`src/rtl/eco32_core_fpu_wb_sink.sv`:
```
// FPU write-back sink: captures write-backs from the FPU bus (which has no
// backpressure), queues them, and presents them in order to the register-file
// write port through a req/ack handshake. Each completed write is followed by
// a one-cycle scoreboard-release pulse carrying its thread and tag.
module eco32_core_fpu_wb_sink #(
    parameter int DEPTH = 4,
    parameter int AW    = 2
) (
    input  logic          clk,
    input  logic          rst,
    input  logic          wb_stb0,
    input  logic          wb_stb1,
    input  logic [1:0]    wb_enaA,
    input  logic          wb_tagA,
    input  logic [1:0]    wb_enaB,
    input  logic          wb_tagB,
    input  logic          wb_modB,
    input  logic [4:0]    wb_addr,
    input  logic [31:0]   wb_dataL,
    input  logic [31:0]   wb_dataH,
    output logic          rf_req,
    input  logic          rf_ack,
    output logic          rf_tid,
    output logic [1:0]    rf_ena,
    output logic          rf_mod,
    output logic [4:0]    rf_addr,
    output logic [31:0]   rf_dataL,
    output logic [31:0]   rf_dataH,
    output logic          sb_clr_stb,
    output logic          sb_clr_tid,
    output logic          sb_clr_tag,
    output logic [AW:0]   fifo_lvl,
    output logic          err_ovf,
    output logic          err_proto
);

    // Entry layout: {tid, ena[1:0], tag, mod, addr[4:0], dataH, dataL}
    localparam int EW = 74;
    localparam logic [AW:0] LVL_FULL = (AW+1)'(DEPTH);

    logic [EW-1:0] mem_r [DEPTH];
    logic [AW-1:0] wr_ptr_r;
    logic [AW-1:0] rd_ptr_r;
    logic [AW:0]   fcnt_r;      // entries waiting behind the output register
    logic [AW:0]   lvl_r;       // fcnt_r plus the output register
    logic          out_vld_r;
    logic [EW-1:0] out_r;

    logic          cap_s;
    logic          proto_s;
    logic          tid_s;
    logic [EW-1:0] entry_s;
    logic          pop_s;
    logic          full_s;
    logic          push_s;
    logic          ovf_s;
    logic          load_s;
    logic          from_fifo_s;
    logic          to_fifo_s;
    logic          bypass_s;

    // Decode the incoming write-back and steer it to the FIFO or the output register.
    always_comb begin
        cap_s       = (wb_stb0 | wb_stb1) && ((|wb_enaA) || (|wb_enaB));
        proto_s     = cap_s && (|wb_enaA) && (|wb_enaB);
        tid_s       = |wb_enaB;
        entry_s     = {tid_s,
                       tid_s ? wb_enaB : wb_enaA,
                       tid_s ? wb_tagB : wb_tagA,
                       tid_s & wb_modB,
                       wb_addr, wb_dataH, wb_dataL};
        pop_s       = out_vld_r && rf_ack;
        full_s      = (lvl_r == LVL_FULL);
        push_s      = cap_s && !proto_s && (!full_s || pop_s);
        ovf_s       = cap_s && !proto_s && full_s && !pop_s;
        load_s      = !out_vld_r || pop_s;
        from_fifo_s = 1'b0;
        to_fifo_s   = 1'b0;
        bypass_s    = 1'b0;
        if (load_s) begin
            if (fcnt_r != '0) begin
                from_fifo_s = 1'b1;
                to_fifo_s   = push_s;
            end else begin
                bypass_s    = push_s;
            end
        end else begin
            to_fifo_s = push_s;
        end
    end

    // FIFO storage; contents need no reset because the pointers define validity.
    always_ff @(posedge clk) begin
        if (!rst && to_fifo_s) begin
            mem_r[wr_ptr_r] <= entry_s;
        end
    end

    // Pointers, occupancy, output register, release pulse and sticky errors.
    always_ff @(posedge clk) begin
        if (rst) begin
            wr_ptr_r   <= '0;
            rd_ptr_r   <= '0;
            fcnt_r     <= '0;
            lvl_r      <= '0;
            out_vld_r  <= 1'b0;
            out_r      <= '0;
            sb_clr_stb <= 1'b0;
            sb_clr_tid <= 1'b0;
            sb_clr_tag <= 1'b0;
            err_ovf    <= 1'b0;
            err_proto  <= 1'b0;
        end else begin
            wr_ptr_r <= to_fifo_s   ? wr_ptr_r + AW'(1'b1) : wr_ptr_r;
            rd_ptr_r <= from_fifo_s ? rd_ptr_r + AW'(1'b1) : rd_ptr_r;
            fcnt_r   <= fcnt_r + {{AW{1'b0}}, to_fifo_s} - {{AW{1'b0}}, from_fifo_s};
            lvl_r    <= lvl_r + {{AW{1'b0}}, push_s} - {{AW{1'b0}}, pop_s};
            if (load_s) begin
                out_vld_r <= from_fifo_s | bypass_s;
                if (from_fifo_s) begin
                    out_r <= mem_r[rd_ptr_r];
                end else if (bypass_s) begin
                    out_r <= entry_s;
                end else begin
                    out_r <= out_r;
                end
            end
            // Release follows the completed handshake by exactly one cycle.
            sb_clr_stb <= pop_s;
            if (pop_s) begin
                sb_clr_tid <= out_r[73];
                sb_clr_tag <= out_r[70];
            end
            err_ovf   <= err_ovf | ovf_s;
            err_proto <= err_proto | proto_s;
        end
    end

    assign rf_req   = out_vld_r;
    assign rf_tid   = out_r[73];
    assign rf_ena   = out_r[72:71];
    assign rf_mod   = out_r[69];
    assign rf_addr  = out_r[68:64];
    assign rf_dataH = out_r[63:32];
    assign rf_dataL = out_r[31:0];
    assign fifo_lvl = lvl_r;

endmodule

```
`config.mk`:
```
export PLATFORM = sky130hd
export DESIGN_NAME = eco32_core_fpu_wb_sink
export DESIGN_NICKNAME = d
export VERILOG_FILES = /design/src/rtl/eco32_core_fpu_wb_sink.sv
export SDC_FILE = /design/constraint.sdc
export NUM_CORES = 1
export LEC_CHECK = 0
export CORE_ASPECT_RATIO = 0.7
export CORE_MARGIN = 1.5
export CORE_UTILIZATION = 40
export DETAILED_ROUTE_END_ITERATION = 10
export GPL_TIMING_DRIVEN = 0
export PLACE_DENSITY = 0.61
export SYNTH_ARGS = -nofsm -noshare
export SYNTH_HDL_FRONTEND = slang
export SYNTH_SLANG_ARGS = --single-unit
export TNS_END_PERCENT = 10
```
`constraint.sdc`:
```
create_clock -name clk -period 8.8 [get_ports clk]
set_input_delay 2.2 -clock clk [delete_from_list [all_inputs] [get_ports clk]]
set_output_delay 2.2 -clock clk [all_outputs]
set_load 0.05 [all_outputs]
```
==> Word-level counts from Yosys, hierarchy flattened <==
Memories as Yosys holds them, arrays and structs flattened. A register that Yosys moved wholly into a read port is not among the register bits.
Index checks and enable logic that the tools add are counted.
{ "totals": {"reg_bits": 90, "latchBits": 0, "ram_bits": 296, "romBits": 0, "in_bits": 81, "out_inout_bits": 82, "memories": 1} }
{ "classes": {"n_addsub": 6, "n_mul": 0, "div_mod_pow": 0, "magnitude_cmp": 0, "n_eq_ne": 1, "shift": 0, "mux": 14, "n_bitwise": 5, "reduce_logical": 22} }
{ "mem_list": {"columns": ["name", "words", "word_bits", "rd", "rd_ports_with_merged_regs", "write_ports", "line", "source"], "rows": [
  ["mem_r", 4, 74, 1, 1, 1, "41", "logic [EW-1:0] mem_r [DEPTH];"]
]} }
{ "op_table": {"columns": ["operator", "count"], "rows": [
  ["two-way mux 74 bit", 2],
  ["logical AND 1 bit", 9],
  ["two-way mux 1 bit", 9],
  ["adder 3 x 1 -> 3 bit", 2],
  ["two-way mux 2 bit", 3],
  ["subtractor 3 x 1 -> 3 bit", 2],
  ["logical NOT 1 bit", 5],
  ["adder 2 x 1 -> 2 bit, second input constant", 2],
  ["bitwise OR 1 bit", 4],
  ["OR reduction 2 bit", 2],
  ["== test 3 bit, second input constant", 1],
  ["logical OR 1 bit", 3],
  ["nonzero test 3 bit", 1],
  ["AND reduction 2 bit", 1],
  ["nonzero test 2 bit", 1],
  ["AND 1 bit", 1]
]} }

==> Depth between registers and ports, before layout <==
{ "logic_depth": {"ltp_word": 13, "depth_mapped": 12} }

==> Least setup slack after synthesis <==
No wires, ideal clock.
{ "synth_path": {"kind": "input to register", "startpoint": "in wb_enaB[1]", "endpoint": "mem mem_r[0][0] (enable)", "arrival_ns": 8.286, "required_ns": 8.187, "path_slack_ns": -0.099, "path_stages": 5, "path_buffers": 0, "cell_sequence": "nor2_4 -> inv_2 -> xnor2_4 -> nand4_1 -> nor3b_1"} }
{ "synth_via": {"elab_chain_len": 13} }
{ "synth_lines": {"columns": ["item", "line", "source"], "rows": [
  ["from (decl)", "15", "input logic [1:0] wb_enaB,"],
  ["OR reduction 2 bit *", null, null],
  ["net entry_s[73]", "52", "logic [EW-1:0] entry_s;"],
  ["logical OR 1 bit", "64", "cap_s = (wb_stb0 | wb_stb1) && ((|wb_enaA) || (|wb_enaB));"],
  ["logical AND 1 bit", "64", null],
  ["logical AND 1 bit (2 in a row)", "65", "proto_s = cap_s && (|wb_enaA) && (|wb_enaB);"],
  ["logical NOT 1 bit", "74", "push_s = cap_s && !proto_s && (!full_s || pop_s);"],
  ["logical AND 1 bit * (2 in a row)", "74", null],
  ["two-way mux 1 bit", "81", "if (fcnt_r != '0) begin"],
  ["two-way mux 1 bit *", "80", "if (load_s) begin"],
  ["logical AND 1 bit *", "94", "if (!rst && to_fifo_s) begin"],
  ["two-way mux 1 bit *", "94", null],
  ["two-way mux 1 bit (not written as such) *", "95", "mem_r[wr_ptr_r] <= entry_s;"],
  ["to (decl)", "41", null]
]} }
The timed path passes the listed nets; every way through them passes the cells marked *.

==> Final worst setup path <==
{ "layout_path": {"startpoint": "in wb_enaB[1]", "endpoint": "mem mem_r[0][60] (enable)"} }
The elaborated chain is that of the path after synthesis.

==> reports/qor.yml <==
dpl.hpwl_um: 23300
switchingPower_uw: 2210
netlist_instances: 901
rsz0062_at_grt: "no"
worstSetupPathType: "input port to register"
ys.warnings.count: 0
path_max_fanout: 9
die_w_um: 238
viasPerCell: 5.17
period_share_pct: 57.2
ys_ff_latch: 388
skew_ns: 0.0138
hold_end: "sb_clr_tag"
hold_class: "register to register"
worst_slew_margin_rel_pct: 35.5
pwr-share-seq_pct: 36.4
finalSetupViolCount: 0
status: "finished, final reports clean"
final_core_util_pct: 51.4
postSynthAreaPerCell_sq_um: 17.1
hold_ws_ns: 0.457
io_buffers: 161
syn_to_final_growth_pct: 25.3
drtAntennaViolNets: 0
core_area_sq_um: 37600
grt_pass1_wl_um: 52700
wl_um: 34100
ys_seq_area_share_pct: 69.6
power_density_nw_per_um2: 333
hold_viol: 0
clk_latency_ns: 0.55
grt_pass1_vias: 8849
p_leak_uw: 0.00653
wire_per_inst_um: 20.5
rows: 59
layout.cells.most_common: "edfxtp_1"
synthFlopType: "edfxtp_1"
crit_required_ns: 9.04
regArea_sq_um: 10700
cts_hold_buf: 0
clk_pin_slew_ns: 0.06
worstMarginPinSlew_ns: 0.963
gr-total-overflow: 0
multi_input_area_sq_um: 3800
numCtsBuffers: 40
dieArea_sq_um: 39800
postCtsSetupRepairBufs: 0
fmax_mhz: 199
synthDistinctLibCells: 44
ir_worst_vdd_uv: 252
rrSetupSlack_ns: 5.86
cts_tree: "built"
r2r_end: "mem_r[0][60]"
cts.repair.resized: 0
syn_nets: 991
design_area_sq_um: 19300
final_nets: 1228
ys_async_sr_fraction_pct: 0
worst_setup_path_start_kind: "input port"
syn_area_sq_um: 15400
netSwitchingFraction_pct: 34.3
whs_path_depth: 2
drc: 0
min_from: "out_r[70]"
layout_min_cycle_time_ns: 5.03
die_y_um: 167
cts-root-buf: "clkbuf_16"
placed_area_sq_um: 18100
initial_utilization_pct: 41.0
grt_usage_pct: 17.4
clock_path_buffers: 3
cap_violations: 0
final_layout_size_suffix_gt1_share_pct: 24.3
final-max-slew-violation-count: 0
clockPowerShare_pct: 25.2
grt_max_degree: 15
diodes: 0
arrival_ns: 5.27
final_cell_mix: "296 x edfxtp_1, 161 x clkdlybuf4s50_1, 92 x dfxtp_1, 89 x nor2_1, 79 x buf_4"
antenna_found_initial: 2
pin_count: 163
r2r_cells: 8
drtIter0Drc: 680
clock-sinks: 388
cts-htree-levels: 2
cp-end-kind: "register"
dr.pass1.iters: 5
synth_edf_count: 296
r2r_start: "rf_req"
place_congestion: 0.730
pwr-share-comb_pct: 38.4
n_fill_cell: 3100
vias: 8564
p_int_uw: 4220
fin_tns_setup_ns: 0
## worst max-delay path, cell delays in order
cell and delay (ns):
clkdlybuf4s50_1 0.52, nor2_4 0.25, inv_2 0.13, xnor2_4 0.28
nand4_1 0.28, nor3b_2 0.86, buf_8 0.24, buf_6 0.16
buf_6 0.16, buf_6 0.18
## cell usage after synthesis, drive strengths merged (2+ instances only)
cell type,number,area [sq um]
ha,7,87.6
buf,104,759
xnor2,4,53.8
edfxtp,296,8890
nor3b,4,30.0
inv,9,33.8
dfxtp,92,1840
clkbuf,24,91.3
nand4,2,18.8
fa,2,40.0
nand2b,3,18.8
nor3,71,367
nor2,93,369
mux2,3,33.8
a221oi,5,75.1
dlymetal6s2s,2,25.0
a31oi,2,12.5
o221a,69,777
mux4,74,1670
a21oi,5,25.0
xor2,3,26.3
nand3,4,20.0
mux2i,5,50.1
nor2b,3,18.8
nand2,6,22.5
and2,2,12.5
## layout make-up
type | instances | area share, %
clock buffers | 54 | 5.87
clock inverters | 20 | 0.654
multi-input cells | 374 | 19.7
flip-flops and latches | 388 | 55.5
well taps | 488 | 3.16
inverters | 9 | 0.175
repair buffers | 195 | 10.4
plain buffers | 130 | 4.53
## flip-flops by register name (all words and copies together) (netlist names), 2 cells and up, named ones only
register  cells
fcnt_r        3
mem_r       296
fifo_lvl      3
out_r        74
wr_ptr_r      2
rd_ptr_r      2
## metrics by stage
| stage | power, uW | instances | setup WS, ns |
|---|---|---|---|
| after floorplan | 4160 | 901 | -0.0986 |
| after detailed placement | 4870 | 1584 | 3.21 |
| after CTS | 6500 | 1658 | 3.76 |
| after global placement | 4850 | 1550 | -5.62 |
| after global routing | 6740 | 1658 | 3.63 |
| final | 6430 | 1658 | 3.77 |
## cell families after synthesis
group	after synthesis	share of synthesized area, %
flip-flops	388	69.6
AND/OR/NAND/NOR	192	5.90
buffers and inverters	139	5.90
AO/OA/AOI/OAI	84	5.91
multiplexers	82	11.4
adder cells (fa/ha/maj)	9	0.828
XOR/XNOR	7	0.519
## power by group through the flow
stage / clock network, uW / logic, uW / registers (uW)
floorplan: 0 / 1770 / 2400
detailed placement: 0 / 2490 / 2380
CTS: 1650 / 2500 / 2340
global placement: 0 / 2450 / 2400
global route: 1730 / 2640 / 2370
finish: 1620 / 2470 / 2340
## worst max-delay path by stage
| stage | slack (ns) | end | start |
|---|---|---|---|
| detailed placement | 3.21 | mem_r[0][56] | wb_enaB[1] |
| CTS | 3.76 | mem_r[0][56] | wb_enaB[1] |
| finish | 3.77 | mem_r[0][60] | wb_enaB[1] |
| global route | 3.63 | mem_r[0][56] | wb_enaB[1] |
| floorplan | -0.1 | mem_r[0][0] | wb_enaB[1] |
| global placement | -5.62 | mem_r[2][42] | wb_enaB[1] |
## routing by layer
layer | track usage, % | up-vias | routed length [um]
met2 | 27.3 | 189 | 16000
li1 | - | 3965 | -
met3 | 3.21 | 45 | 1440
met5 | 0 | - | 17
met1 | 25.3 | 4363 | 16200
met4 | 3.90 | 2 | 421
Note: power is estimated with default switching activity, not from simulation.
